### config.mk
export PLATFORM = sky130hd
export DESIGN_NAME = calc1_op_scheduler
export DESIGN_NICKNAME = d
export VERILOG_FILES = /design/src/rtl/calc1_op_scheduler.sv
export SDC_FILE = /design/constraint.sdc
export NUM_CORES = 1
export LEC_CHECK = 0
export ABC_AREA = 0
export ABC_CLOCK_PERIOD_IN_PS = 5500
export CORE_MARGIN = 5
export CORE_UTILIZATION = 58
export CTS_CLUSTER_SIZE = 20
export DETAILED_ROUTE_END_ITERATION = 12
export PLACE_DENSITY = 0.89
export SETUP_SLACK_MARGIN = 0.5
export SYNTH_ARGS = -nofsm -noshare
export SYNTH_HDL_FRONTEND = slang
export SYNTH_SLANG_ARGS = --single-unit
### constraint.sdc
create_clock -name c_clk -period 5.5 [get_ports c_clk]
set_input_delay 1.1 -clock c_clk [delete_from_list [all_inputs] [get_ports c_clk]]
set_output_delay 1.1 -clock c_clk [all_outputs]
set_load 0.01 [all_outputs]
### src/rtl/calc1_op_scheduler.sv
// calc1_op_scheduler
//   Shares the single add/sub unit and the single shift unit among the calc1
//   request ports. Each unit has its own FIFO of port IDs, and grants are issued
//   in strict arrival order. Invalid commands are bounced back with a one-cycle
//   inv_resp pulse.
//
//   Optional feature macro: CALC1_SCHED_ROTATE_EN
//     defined   : same-cycle pushes are ordered from a rotating priority pointer
//     undefined : same-cycle pushes are ordered by ascending port (port 1 first)
//
// Ports
//   c_clk, reset           clock, asynchronous active-high reset
//   req_valid[p-1]         one-cycle request pulse from port p
//   req_cmd                per-port command, port p at [(p-1)*CMD_W +: CMD_W]
//   arith_ready            add/sub unit can accept an op this cycle
//   shift_ready            shift unit can accept an op this cycle
//   arith_grant            one-hot add/sub grant (combinational from FIFO head)
//   shift_grant            one-hot shift grant (combinational from FIFO head)
//   arith_gnt_id           binary ID of arith_grant, 0 when idle
//   shift_gnt_id           binary ID of shift_grant, 0 when idle
//   inv_resp               one-cycle pulse, command was invalid
//   dup_err                sticky, a port requested while already outstanding
//   arith_count            add/sub FIFO occupancy
//   shift_count            shift FIFO occupancy
module calc1_op_scheduler #(
   parameter int unsigned NPORTS = 4,
   parameter int unsigned CMD_W  = 4,
   parameter int unsigned ID_W   = 2
) (
   input  logic                    c_clk,
   input  logic                    reset,
   input  logic [0:NPORTS-1]       req_valid,
   input  logic [0:NPORTS*CMD_W-1] req_cmd,
   input  logic                    arith_ready,
   input  logic                    shift_ready,
   output logic [0:NPORTS-1]       arith_grant,
   output logic [0:NPORTS-1]       shift_grant,
   output logic [ID_W-1:0]         arith_gnt_id,
   output logic [ID_W-1:0]         shift_gnt_id,
   output logic [0:NPORTS-1]       inv_resp,
   output logic                    dup_err,
   output logic [ID_W:0]           arith_count,
   output logic [ID_W:0]           shift_count
);

   localparam int unsigned CNT_W = ID_W + 1;

   localparam logic [CMD_W-1:0] CMD_ADD = CMD_W'(1);
   localparam logic [CMD_W-1:0] CMD_SUB = CMD_W'(2);
   localparam logic [CMD_W-1:0] CMD_LSH = CMD_W'(5);
   localparam logic [CMD_W-1:0] CMD_RSH = CMD_W'(6);

   typedef logic [ID_W-1:0] id_t;

   // State
   id_t               arith_fifo_q [NPORTS];
   id_t               arith_fifo_d [NPORTS];
   id_t               shift_fifo_q [NPORTS];
   id_t               shift_fifo_d [NPORTS];
   logic [CNT_W-1:0]  arith_count_q, arith_count_d;
   logic [CNT_W-1:0]  shift_count_q, shift_count_d;
   logic [0:NPORTS-1] outstanding_q, outstanding_d;
   logic [0:NPORTS-1] inv_resp_q, inv_resp_d;
   logic              dup_err_q, dup_err_d;
`ifdef CALC1_SCHED_ROTATE_EN
   id_t               rot_q, rot_d;
   logic [CNT_W-1:0]  n_push_c;
   id_t               first_push_c;
`endif

   // Per-port decode
   logic [CMD_W-1:0]  cmd_c [NPORTS];
   logic [0:NPORTS-1] dup_c;
   logic [0:NPORTS-1] push_a_c;
   logic [0:NPORTS-1] push_s_c;
   logic [0:NPORTS-1] inv_c;
   id_t               order_c [NPORTS];
   logic              arith_pop_c;
   logic              shift_pop_c;

   assign arith_pop_c = (arith_count_q != '0) && arith_ready;
   assign shift_pop_c = (shift_count_q != '0) && shift_ready;

   // Grants come straight from the FIFO heads so the unit sees them with zero delay
   always_comb begin
      arith_grant  = '0;
      shift_grant  = '0;
      arith_gnt_id = '0;
      shift_gnt_id = '0;
      if (arith_pop_c) begin
         arith_grant[arith_fifo_q[0]] = 1'b1;
         arith_gnt_id                 = arith_fifo_q[0];
      end
      if (shift_pop_c) begin
         shift_grant[shift_fifo_q[0]] = 1'b1;
         shift_gnt_id                 = shift_fifo_q[0];
      end
   end

   // Command decode; a port being granted this cycle may re-request without a dup
   always_comb begin
      for (int i = 0; i < int'(NPORTS); i++) begin
         cmd_c[i]    = req_cmd[i*CMD_W +: CMD_W];
         dup_c[i]    = req_valid[i] && outstanding_q[i] && !(arith_grant[i] || shift_grant[i]);
         push_a_c[i] = req_valid[i] && !dup_c[i] && (cmd_c[i] == CMD_ADD || cmd_c[i] == CMD_SUB);
         push_s_c[i] = req_valid[i] && !dup_c[i] && (cmd_c[i] == CMD_LSH || cmd_c[i] == CMD_RSH);
         inv_c[i]    = req_valid[i] && !dup_c[i] && !push_a_c[i] && !push_s_c[i];
      end
   end

   // Enqueue order for same-cycle pushes
   always_comb begin
      for (int k = 0; k < int'(NPORTS); k++) begin
`ifdef CALC1_SCHED_ROTATE_EN
         if (int'(rot_q) + k >= int'(NPORTS)) order_c[k] = ID_W'(int'(rot_q) + k - int'(NPORTS));
         else                                 order_c[k] = ID_W'(int'(rot_q) + k);
`else
         order_c[k] = ID_W'(k);
`endif
      end
   end

   // FIFO next state: pop shifts the queue down, then pushes append at the tail
   always_comb begin
      arith_fifo_d  = arith_fifo_q;
      shift_fifo_d  = shift_fifo_q;
      arith_count_d = arith_count_q;
      shift_count_d = shift_count_q;

      if (arith_pop_c) begin
         for (int i = 0; i < int'(NPORTS) - 1; i++) arith_fifo_d[i] = arith_fifo_q[i+1];
         arith_fifo_d[NPORTS-1] = '0;
         arith_count_d          = arith_count_q - CNT_W'(1);
      end
      if (shift_pop_c) begin
         for (int i = 0; i < int'(NPORTS) - 1; i++) shift_fifo_d[i] = shift_fifo_q[i+1];
         shift_fifo_d[NPORTS-1] = '0;
         shift_count_d          = shift_count_q - CNT_W'(1);
      end

      // One outstanding request per port keeps the tail index below NPORTS
      for (int k = 0; k < int'(NPORTS); k++) begin
         if (push_a_c[order_c[k]]) begin
            arith_fifo_d[arith_count_d[ID_W-1:0]] = order_c[k];
            arith_count_d                         = arith_count_d + CNT_W'(1);
         end
         if (push_s_c[order_c[k]]) begin
            shift_fifo_d[shift_count_d[ID_W-1:0]] = order_c[k];
            shift_count_d                         = shift_count_d + CNT_W'(1);
         end
      end
   end

`ifdef CALC1_SCHED_ROTATE_EN
   // Pointer moves past the first port pushed whenever two or more ports pushed
   always_comb begin
      n_push_c     = '0;
      first_push_c = '0;
      rot_d        = rot_q;
      for (int k = 0; k < int'(NPORTS); k++) begin
         if (push_a_c[order_c[k]] || push_s_c[order_c[k]]) begin
            if (n_push_c == '0) first_push_c = order_c[k];
            n_push_c = n_push_c + CNT_W'(1);
         end
      end
      if (n_push_c >= CNT_W'(2)) begin
         if (int'(first_push_c) == int'(NPORTS) - 1) rot_d = '0;
         else                                        rot_d = first_push_c + ID_W'(1);
      end
   end
`endif

   // Flags and responses
   always_comb begin
      outstanding_d = (outstanding_q & ~(arith_grant | shift_grant)) | push_a_c | push_s_c;
      inv_resp_d    = inv_c;
      dup_err_d     = dup_err_q || (|dup_c);
   end

   always_ff @(posedge c_clk or posedge reset) begin
      if (reset) begin
         for (int i = 0; i < int'(NPORTS); i++) begin
            arith_fifo_q[i] <= '0;
            shift_fifo_q[i] <= '0;
         end
         arith_count_q <= '0;
         shift_count_q <= '0;
         outstanding_q <= '0;
         inv_resp_q    <= '0;
         dup_err_q     <= 1'b0;
`ifdef CALC1_SCHED_ROTATE_EN
         rot_q         <= '0;
`endif
      end else begin
         arith_fifo_q  <= arith_fifo_d;
         shift_fifo_q  <= shift_fifo_d;
         arith_count_q <= arith_count_d;
         shift_count_q <= shift_count_d;
         outstanding_q <= outstanding_d;
         inv_resp_q    <= inv_resp_d;
         dup_err_q     <= dup_err_d;
`ifdef CALC1_SCHED_ROTATE_EN
         rot_q         <= rot_d;
`endif
      end
   end

   assign arith_count = arith_count_q;
   assign shift_count = shift_count_q;
   assign inv_resp    = inv_resp_q;
   assign dup_err     = dup_err_q;

endmodule

After elaboration in Yosys (flattened, before gate mapping)
Cells that the tools add are included.

Flip-flop bits (word level): 31. Input port bits: 24. Output and inout port bits: 23.

$add $sub $neg: 10. $lt $le $gt $ge: 20. Equality and inequality tests: 16. Muxes and demuxes: 44. Bitwise operators: 33. Reductions and logical operators: 72.

Operator list (count): $mux 8 (10); $logic_and 1x1->1 (40); $demux 2 s2 (8); $eq 4x3->1 const B (8); $ge 3x3->1 const B (10); $lt 3x1->1 const B (10); $mux 3 (10); $not 2->3 (10); $or 4x4->4 (7); $add 3x1->3 const B (8); $and 4x4->4 (5); $mux 2 (10); $not 4->4 (5); $and 8x8->8 (2); $eq 4x1->1 const B (4); $eq 4x2->1 const B (4); $logic_not 1->1 (16); $not 8->8 (2); $or 8x8->8 (2); $logic_or 1x1->1 (13); $mux 4 (2); $reduce_bool 3->1 (2); $sub 3x1->3 const B (2); $demux 1 s2 (2); other kinds (2) (3).

Longest topological paths before layout
Gate-level depths: netlist (run 1).

Word-level depth: 25. Mapped depth: 20. Depth with buffers taken out: 19.

Worst setup path after synthesis (run 1)
OpenSTA, ideal clock, no wires.

Kind: input to register. From: input shift_ready. To: register shift_count_q[2], in the netlist shift_count[2]. Setup time: 0.123 ns. Arrival: 3.885 ns. Slack: 1.492 ns. Cell stages on the path: 17. Buffers on the path: 1. Cells stage by stage: and2_1 -> buf_2 -> xnor2_1 -> inv_1 -> ha_1 -> a211o_1 -> o21a_1 -> ha_1 -> nand2_1 -> nand2_1 -> ha_1 -> nor2b_1 -> a21oi_1 -> ha_1 -> nand2_1 -> xnor2_1 -> xnor2_1.

Cells in the longest elaborated chain, start to end: 15. Elaborated cells on any way between the ends: 35.

RTL lines: start: declaration (RTL line 35) `input logic shift_ready,`; $logic_and 1x1->1 * (RTL line 82) `assign shift_pop_c = (shift_count_q != '0) && shift_ready;`; branches (longest 13 deep; another with $add 3x1->3); $mux 3 * (RTL line 147) `if (push_s_c[order_c[k]]) begin`; via shift_count_d[2] (RTL line 61) `logic [CNT_W-1:0] shift_count_q, shift_count_d;`; end signal: assignment (RTL line 198) `shift_count_q <= shift_count_d;`; end: declaration (RTL line 61).

Mark *: on every way through the listed nets, which the timed path passes.

Worst setup path after layout (run 1)
From: input arith_ready. To: register arith_count_q[2], in the netlist arith_count[2].

Cells in the longest elaborated chain, start to end: 15. Elaborated cells on any way between the ends: 35.

RTL lines: start: declaration (RTL line 34) `input logic arith_ready,`; $logic_and 1x1->1 * (RTL line 81) `assign arith_pop_c = (arith_count_q != '0) && arith_ready;`; branches (longest 13 deep; another with $add 3x1->3); $mux 3 * (RTL line 143) `if (push_a_c[order_c[k]]) begin`; via arith_count_d[2] (RTL line 60) `logic [CNT_W-1:0] arith_count_q, arith_count_d;`; end signal: assignment (RTL line 197) `arith_count_q <= arith_count_d;`; end: declaration (RTL line 60).

Marked as above.

==> flow_summary.json, run 1 <==
{
  "outcome": "finished, final reports clean",
  "fmax_mhz": 213,
  "syn_area_um2": 2670,
  "cts_root_buffer": "clkbuf_8",
  "num_rows": 24,
  "grtUsageTotal_pct": 22.3,
  "cp_max_fo": 8,
  "p_clk_share_pct": 13.3,
  "syn-num-nets": 351,
  "die_w_um": 77.8,
  "synth-seq-area-share_pct": 29.1,
  "pwr-share-seq_pct": 23.2,
  "num_vias": 2318,
  "p_per_area_nw_per_um2": 422,
  "syn2layout_area_growth_pct": 23.3,
  "initial_core_util_pct": 60.5,
  "synth_cell_types": 48,
  "hp-class": "flip-flop to flip-flop",
  "die_area_um2": 6060,
  "rsz0062_at_grt": "false",
  "synth_area_per_cell_um2": 9.17,
  "relSlewSlack_pct": 47.4,
  "viasPerCell": 5.85,
  "finalWirelength_um": 6610,
  "setup_slack_ns": 0.812,
  "first_global_vias": 2349,
  "ctsHoldBuffers": 0,
  "nNetsFinal": 404,
  "cts_made_buffers": 5,
  "fp.dieH_um": 77.8,
  "core_um2": 4410,
  "power_switching_share_pct": 45.9,
  "grt_pass1_wl_um": 10900,
  "p_leak_uw": 0.00165,
  "dp_slack_ns": 0.565,
  "drc": 0,
  "max-cap-violations": 0,
  "htree_levels": 2,
  "final-max-slew-violation-count": 0,
  "min_period_over_period_pct": 85.2,
  "arrival_ns": 4.88,
  "finalSetupTns_ns": 0,
  "ys_ff_latch": 31,
  "dr.pass1.iters": 4,
  "startpoint_type": "input pin",
  "place_inst": 389,
  "place_area_um2": 3200,
  "drive_gt1_share_pct": 6.69,
  "clk_latency_ns": 0.29,
  "setup_viol": 0,
  "antenna-diode-count": 0,
  "clkTransAtPathRegs_ns": 0.07,
  "totalPowerFinal_uw": 1390,
  "cts_buffer_depth": 2,
  "p_int_uw": 751,
  "combPwrFrac_pct": 63.5,
  "drtIter0Drc": 185,
  "postRouteAntennaNets": 0,
  "cp_data_required_time_ns": 5.70,
  "critPathKind": "input pin to flip-flop",
  "ir_drop_uv": 271,
  "post_cts_resized": 0,
  "yosysTopAreaCellShare_pct": 29.1,
  "hpwl_um": 5340,
  "cp-end-kind": "flip-flop",
  "grt_max_degree": 32,
  "ioPinCount": 47,
  "overflow": 0,
  "syn_inst": 291,
  "wl_per_cell_um": 16.7,
  "fin_worst_skew_ns": 0.00547,
  "worst_pin_slew_ns": 0.789,
  "synth-edff-count": 0,
  "synth_flop_cell": "dfrtp_1",
  "stdcell_count": 396,
  "place_congestion": 0.968,
  "cts_setup_buffers": 0,
  "synthTopCellsByArea": "dfrtp_1 (29%), ha_1 (17%), inv_1 (5.5%)",
  "design_area_um2": 3290,
  "io_buffers": 46,
  "async_flop_share_pct": 100,
  "yosysWarnings": 0,
  "yosysTopAreaCell": "dfrtp_1",
  "p_sw_uw": 637,
  "cts_tree": "yes",
  "finalCriticalPeriod_ns": 4.69,
  "cts.sinks": 31,
  "antenna_found_initial": 0,
  "hold_viol": 0,
  "rrSetupSlack_ns": 1.24
}
[worst max-delay path, stage by stage]
cell and delay [ns]:
clkdlybuf4s50_1 0.61, inv_2 0.10, nor2_4 0.27, xnor2_1 0.30
inv_1 0.13, ha_1 0.32, mux2_2 0.32, ha_1 0.29
mux2_2 0.30, ha_1 0.30, nand2_1 0.06, nand2_1 0.13
ha_1 0.17, nand2_1 0.08, xnor2_1 0.22, xnor2_1 0.17
[power groups by stage]
stage | Clock (uW) | Combinational (uW) | Sequential (uW)
detailed placement | 0 | 879 | 324
finish | 185 | 881 | 322
global placement | 0 | 829 | 322
CTS | 188 | 884 | 320
global route | 198 | 987 | 327
floorplan | 0 | 609 | 323
[state kept, by name (all words and copies together) (netlist names)]
name,count
dup_err,1
arith_fifo_q,8
shift_fifo_q,8
inv_resp,4
arith_count,3
outstanding_q,4
shift_count,3
[per-stage QoR]
stage / utilization [%] / hold WS (ns)
final: 74.5 / 0.544
after global routing: 74.5 / 0.590
after CTS: 74.5 / 0.549
after detailed placement: 72.6 / 0.533
after global placement: 72.6 / 0.518
after floorplan: - / 0.482
[path summary, 6_finish.rpt]
| kind | startpoint | to | depth (start not counted) |
|---|---|---|---|
| min reg2reg | arith_fifo_q[1]$_DFF_PP0_ | arith_fifo_q[1]$_DFF_PP0_ | 2 |
| min | arith_fifo_q[1]$_DFF_PP0_ | arith_fifo_q[1]$_DFF_PP0_ | 2 |
| max in group asynchronous | reset | inv_resp[0]$_DFF_PP0_ | 3 |
| max reg2reg | arith_count[0]$_DFF_PP0_ | arith_count[2]$_DFF_PP0_ | 17 |
| max | arith_ready | arith_count[2]$_DFF_PP0_ | 16 |
| min in group asynchronous | reset | arith_fifo_q[3]$_DFF_PP0_ | 3 |
[area by class of cell]
class,instances,area (um^2)
inverters,40,150
flip-flops and latches,31,776
repair buffers,49,483
clock inverters,1,5.00
well taps,52,65.1
multi-input cells,217,1730
clock buffers,6,82.6
fillers,300,1120
[kinds of logic after synthesis]
family	after synthesis	synth area share (%)
and+or+nand+nor	82	15.5
AOI/OAI and AO/OA	63	18.2
buffers and inverters	43	6.14
adders and majority gates	36	16.9
DFF	31	29.1
xor gates and xnor gates	22	8.86
muxes	14	5.34
[metal layers]
metal  up-vias  track usage [%]  wire [um]
li1       1117                -          -
met5         -                0          0
met2        98             38.6       3260
met1      1084             24.5       2630
met3        19             5.79        530
met4         0             12.5        192
[placed cells by master (no fill, tap or decap), types with 2 or more instances in the layout]
master,instances
clkdlybuf4s50_1,46
inv_1,39
ha_1,36
nand2_1,33
dfrtp_1,31
a21oi_1,18
xnor2_1,14
nand3_1,12
mux2i_1,12
nor2_1,7
and2_1,7
o21ai_0,7
a221o_1,6
a22o_1,6
clkbuf_8,6
a211oi_1,5
nor2b_1,4
nand2b_1,4
xor2_1,4
and3_1,4
a21o_1,3
nor3_1,3
buf_4,3
xnor2_2,2
nand4b_1,2
a311oi_2,2
o2111a_1,2
mux2_2,2
a211o_1,2
nand4_1,2
[synthesized netlist by cell type, types with 5 or more instances]
cell,number
inv_1,39
and2_1,7
dfrtp_1,31
o21ai_0,7
xnor2_1,14
nor2_1,7
a211oi_1,5
a221o_1,6
a22o_1,6
a21oi_1,18
nand2_1,33
mux2i_1,12
ha_1,36
nand3_1,12
Note: power is estimated with default switching activity, not from simulation.
==> inputs of run 2 (changes only) <==
--- a/config.mk
+++ b/config.mk
@@ -11,6 +11,7 @@
 export CORE_UTILIZATION = 58
 export CTS_CLUSTER_SIZE = 20
 export DETAILED_ROUTE_END_ITERATION = 12
+export MAX_ROUTING_LAYER = met4
 export PLACE_DENSITY = 0.89
 export SETUP_SLACK_MARGIN = 0.5
 export SYNTH_ARGS = -nofsm -noshare
==> run 2 against run 1 <==
Compared with the run above: highest routed layer unchanged; sequential power barely moved; largest power group unchanged; largest cell class unchanged; non-clock buffer count did not move; critical endpoint is now shift_count[2]$_DFF_PP0_; worst setup slack improved by 0.053 ns; sequential cell count unchanged.
==> flow_summary.json, run 2 (synthesized netlist as in run 1, its figures left out) <==
{
  "ioPinCount": 47,
  "ctsHoldBuffers": 0,
  "worst_pin_slew_ns": 0.725,
  "cp_data_required_time_ns": 5.71,
  "clkTransAtPathRegs_ns": 0.06,
  "ir_drop_uv": 260,
  "p_per_area_nw_per_um2": 416,
  "met1_length_um": 2780,
  "nNetsFinal": 404,
  "core_um2": 4410,
  "syn2layout_area_growth_pct": 23.1,
  "finalSetupTns_ns": 0,
  "cts_made_buffers": 5,
  "wl_met2_um": 3070,
  "final-max-slew-violation-count": 0,
  "relSlewSlack_pct": 51.7,
  "wl_per_cell_um": 16.1,
  "rsz0062_at_grt": "false",
  "antenna-diode-count": 0,
  "hold_viol": 0,
  "top_layer_used": "met4",
  "num_vias": 2284,
  "hp-class": "flip-flop to flip-flop",
  "htree_levels": 2,
  "grt_pass1_wl_um": 10500,
  "initial_core_util_pct": 60.5,
  "cts_buffer_depth": 2,
  "hpwl_um": 4950,
  "cts_root_buffer": "clkbuf_8",
  "wl_met3_um": 419,
  "cts.sinks": 31,
  "fin_worst_skew_ns": 0.00549,
  "min_period_over_period_pct": 84.3,
  "setup_viol": 0,
  "cp.buffers_inverters": 2,
  "outcome": "finished, final reports clean",
  "dr.pass1.iters": 5,
  "place_congestion": 1.01,
  "fill_cells": 320,
  "die_area_um2": 6060,
  "antenna_found_initial": 0,
  "grt_max_degree": 32,
  "drc": 0,
  "p_leak_uw": 0.00165,
  "critPathKind": "input pin to flip-flop",
  "viasPerCell": 5.75,
  "finalCriticalPeriod_ns": 4.64,
  "cts_tree": "yes",
  "io_buffers": 46,
  "finalWirelength_um": 6390,
  "layout_common_cells": "clkdlybuf4s50_1 (46), inv_1 (39), ha_1 (36)",
  "crit_chain": "clkdlybuf4s50_1 -> and2_1 -> xnor2_1 -> inv_1 -> ha_1 -> a211o_1 -> o21a_1 -> ha_1 -> nand2_1 -> nand2_1 -> ha_1 -> nor2b_1 -> a21oi_1 -> ha_1 -> nand2_1 -> xnor2_1 -> xnor2_1",
  "multi_input_area_um2": 1730,
  "reg_top3": "arith_fifo_q (8), shift_fifo_q (8)",
  "fmax_mhz": 216,
  "startpoint_type": "input pin",
  "drive_gt1_share_pct": 6.38,
  "cp-end-kind": "flip-flop",
  "crit_slowest_cell": "clkdlybuf4s50_1",
  "cp_max_fo": 8,
  "layout_commonest_cell": "clkdlybuf4s50_1",
  "grtUsageTotal_pct": 22.1,
  "drtIter0Drc": 205,
  "cp_slowest_stage_delay_ns": 0.59,
  "overflow": 0,
  "die_w_um": 77.8,
  "post_cts_resized": 0,
  "max-cap-violations": 0,
  "fp.dieH_um": 77.8,
  "arrival_ns": 4.85,
  "first_global_vias": 2224,
  "postRouteAntennaNets": 0,
  "crit_family": "adder cells",
  "cp_common_cell": "ha_1",
  "seq_area_um2": 776,
  "cts_setup_buffers": 0,
  "clk_latency_ns": 0.28,
  "totalPowerFinal_uw": 1370,
  "num_rows": 24
}
-- run 2: per-layer routing --
layer | global-route usage [%] | up-vias
met4 | 6.87 | 0
met3 | 5.09 | 12
met2 | 36.9 | 94
li1 | - | 1112
met1 | 26.4 | 1066
met5 | - | -
-- run 2: area by class of cell --
cell class / instances / share of cell area (%)
multi-input cells: 217 / 52.6
clock buffers: 7 / 2.32
well taps: 52 / 1.98
clock inverters: 1 / 0.152
repair buffers: 49 / 14.7
inverters: 40 / 4.57
flip-flops and latches: 31 / 23.6
-- run 2: worst paths after layout --
path	end	slack, ns	from	cells after the start
max in group asynchronous	shift_fifo_q[4]$_DFF_PP0_	4.00	reset	3
worst max register to register	arith_count[2]$_DFF_PP0_	1.32	arith_count[0]$_DFF_PP0_	17
worst min-delay path	arith_fifo_q[1]$_DFF_PP0_	0.56	arith_fifo_q[1]$_DFF_PP0_	2
worst min register to register	arith_fifo_q[1]$_DFF_PP0_	0.56	arith_fifo_q[1]$_DFF_PP0_	2
worst max-delay path	shift_count[2]$_DFF_PP0_	0.86	shift_ready	17
min in group asynchronous	arith_fifo_q[0]$_DFF_PP0_	1.20	reset	3
-- run 2: power breakdown --
group | internal, uW | switching, uW
Combinational | 378 | 496
Clock | 88.6 | 83.0
Sequential | 275 | 46.2
Total | 742 | 625
-- run 2: through the flow --
stage	hold slack, ns	utilization (%)	area [um^2]	worst slack [ns]	std cells
4_1_cts	0.552	74.4	3280	0.880	397
3_3_place_gp	0.518	72.6	3200	0.759	389
3_5_place_dp	0.520	72.6	3200	0.606	389
5_1_grt	0.575	74.4	3280	0.658	397
2_1_floorplan	0.482	-	2670	1.49	291
6_report	0.561	74.4	3280	0.865	397
-- run 2: worst min-delay path, stage by stage (launching register included) --
cell	delay (ns)
dfrtp_1	0.36
nand3_1	0.08
nand3_1	0.09
==> inputs of run 3 (changes only) <==
--- a/config.mk
+++ b/config.mk
@@ -6,13 +6,13 @@
 export NUM_CORES = 1
 export LEC_CHECK = 0
 export ABC_AREA = 0
-export ABC_CLOCK_PERIOD_IN_PS = 5500
+export ABC_CLOCK_PERIOD_IN_PS = 4620
 export CORE_MARGIN = 5
-export CORE_UTILIZATION = 58
+export CORE_UTILIZATION = 54
 export CTS_CLUSTER_SIZE = 20
 export DETAILED_ROUTE_END_ITERATION = 12
 export MAX_ROUTING_LAYER = met4
-export PLACE_DENSITY = 0.89
+export PLACE_DENSITY = 0.83
 export SETUP_SLACK_MARGIN = 0.5
 export SYNTH_ARGS = -nofsm -noshare
 export SYNTH_HDL_FRONTEND = slang
==> constraint.sdc (replaced) <==
create_clock -name c_clk -period 4.62 [get_ports c_clk]
set_input_delay 0.924 -clock c_clk [delete_from_list [all_inputs] [get_ports c_clk]]
set_output_delay 0.924 -clock c_clk [all_outputs]
set_load 0.01 [all_outputs]
==> run 3 against run 2 <==
Compared with the run above: count of clock-buffer cells in the layout shrank 1; core utilization is 1.2 points lower; first-iteration DRC count is 22% lower; clock power rose by 17%; global-route usage is 1.6 points higher; non-clock buffer count rose by 18; via count increased by 3.2%; clock skew increased by 0.00058 ns; critical path type unchanged; critical endpoint is now arith_count[2]$_DFF_PP0_.
==> flow_summary.json, run 3 (synthesized netlist as in run 1, its figures left out) <==
{
  "outcome": "finished, final reports clean",
  "max-cap-violations": 0,
  "relSlewSlack_pct": 53.5,
  "num_vias": 2358,
  "cts_buffer_depth": 2,
  "hold_viol": 0,
  "die_w_um": 80.3,
  "drc": 0,
  "p_leak_uw": 0.00175,
  "grt_max_degree": 25,
  "cp_data_required_time_ns": 4.79,
  "cp-end-kind": "flip-flop",
  "place_congestion": 0.887,
  "fp.dieH_um": 80.3,
  "dr.pass1.iters": 4,
  "antenna_found_initial": 0,
  "p_per_area_nw_per_um2": 506,
  "final-max-slew-violation-count": 0,
  "htree_levels": 2,
  "hp-class": "flip-flop to flip-flop",
  "arrival_ns": 4.13,
  "cp_max_fo": 6,
  "grt_pass1_wl_um": 11600,
  "ioPinCount": 47,
  "finalCriticalPeriod_ns": 3.96,
  "grtUsageTotal_pct": 23.8,
  "hpwl_um": 5360,
  "layout_common_cells": "clkdlybuf4s50_1 (45), inv_1 (39), ha_1 (35)",
  "startpoint_type": "input pin",
  "drtIter0Drc": 159,
  "finalWirelength_um": 6850,
  "initial_core_util_pct": 56.1,
  "cts_root_buffer": "clkbuf_8",
  "postRouteAntennaNets": 0,
  "fin_worst_skew_ns": 0.00607,
  "cts_tree": "yes",
  "min_period_over_period_pct": 85.7,
  "core_um2": 4750,
  "wl_per_cell_um": 16.0,
  "syn2layout_area_growth_pct": 30.4,
  "layout_commonest_cell": "clkdlybuf4s50_1",
  "drive_gt1_share_pct": 12.7,
  "totalPowerFinal_uw": 1760,
  "nNetsFinal": 422,
  "reg_top3": "arith_fifo_q (8), shift_fifo_q (8)",
  "die_area_um2": 6450,
  "num_rows": 25,
  "setup_viol": 0,
  "cts.sinks": 31,
  "clkTransAtPathRegs_ns": 0.06,
  "first_global_vias": 2457,
  "viasPerCell": 5.51,
  "io_buffers": 46,
  "critPathKind": "input pin to flip-flop",
  "antenna-diode-count": 0,
  "finalSetupTns_ns": 0,
  "cts_made_buffers": 5,
  "overflow": 0,
  "clk_latency_ns": 0.29,
  "rsz0062_at_grt": "true",
  "worst_pin_slew_ns": 0.697,
  "ir_drop_uv": 296,
  "fmax_mhz": 253
}
-- run 3: cell types whose count changed in the layout (fill, tap and decap cells not counted), sizes merged --
cell,delta
buf,+18
clkbuf,-1
clkdlybuf4s50,-1
clkinv,-1
dlygate4sd2,+1
-- run 3: layer usage --
metal / wire length, um / track usage (%)
met1: 3070 / 29.2
met2: 3290 / 40.6
met3: 402 / 4.04
met4: 84 / 6.08
met5: 0 / -
-- run 3: worst paths after layout --
kind	slack [ns]	startpoint	cells after the start	endpoint
max in group asynchronous	3.12	reset	3	inv_resp[0]$_DFF_PP0_
min in group asynchronous	0.87	reset	2	arith_fifo_q[0]$_DFF_PP0_
min reg2reg	0.55	arith_fifo_q[1]$_DFF_PP0_	2	arith_fifo_q[1]$_DFF_PP0_
min	0.55	arith_fifo_q[1]$_DFF_PP0_	2	arith_fifo_q[1]$_DFF_PP0_
max	0.66	arith_ready	16	arith_count[2]$_DFF_PP0_
max reg2reg	0.78	arith_count[0]$_DFF_PP0_	17	arith_count[2]$_DFF_PP0_
-- run 3: what timing repair did --
action                                  4_1_cts  5_1_grt
gates resized for setup                       4        7
pin swaps                                     0        5
hold endpoints to repair                      0        0
hold buffers                                  0        0
endpoints found under the setup margin        6        8
gates cloned                                  0        0
buffers inserted                              0        7
-- run 3: metrics by stage --
step / hold slack (ns) / cells / setup WS [ns] / instance area, um^2 / utilization, %
after floorplan: 0.482 / 291 / 0.788 / 2670 / -
after global placement: 0.517 / 415 / 0.243 / 3300 / 69.5
after detailed placement: 0.518 / 415 / 0.0297 / 3300 / 69.5
after CTS: 0.532 / 421 / 0.543 / 3400 / 71.4
after global routing: 0.595 / 428 / 0.441 / 3480 / 73.2
final: 0.547 / 428 / 0.660 / 3480 / 73.2
-- run 3: area by class of cell --
class / count / area [um^2]
clock buffer: 6 / 72.6
fill: 348 / 1270
multi-input combinational: 217 / 1780
sequential: 31 / 776
inverter: 40 / 150
timing repair buffer: 67 / 621
tap: 67 / 83.8
-- run 3: worst max-delay path, stage by stage --
cell	delay, ns
clkdlybuf4s50_1	0.49
inv_2	0.07
nor2_4	0.18
xnor2_1	0.17
inv_1	0.09
ha_1	0.29
mux2_4	0.30
ha_1	0.29
mux2_2	0.30
ha_1	0.31
nand2_1	0.07
nand2_1	0.09
ha_2	0.18
nand2_1	0.10
xnor2_2	0.16
xnor2_1	0.13
-- run 3: report_power, final --
group	internal, uW	switching, uW
Clock	100	101
Sequential	327	55.2
Combinational	541	636
Total	968	792
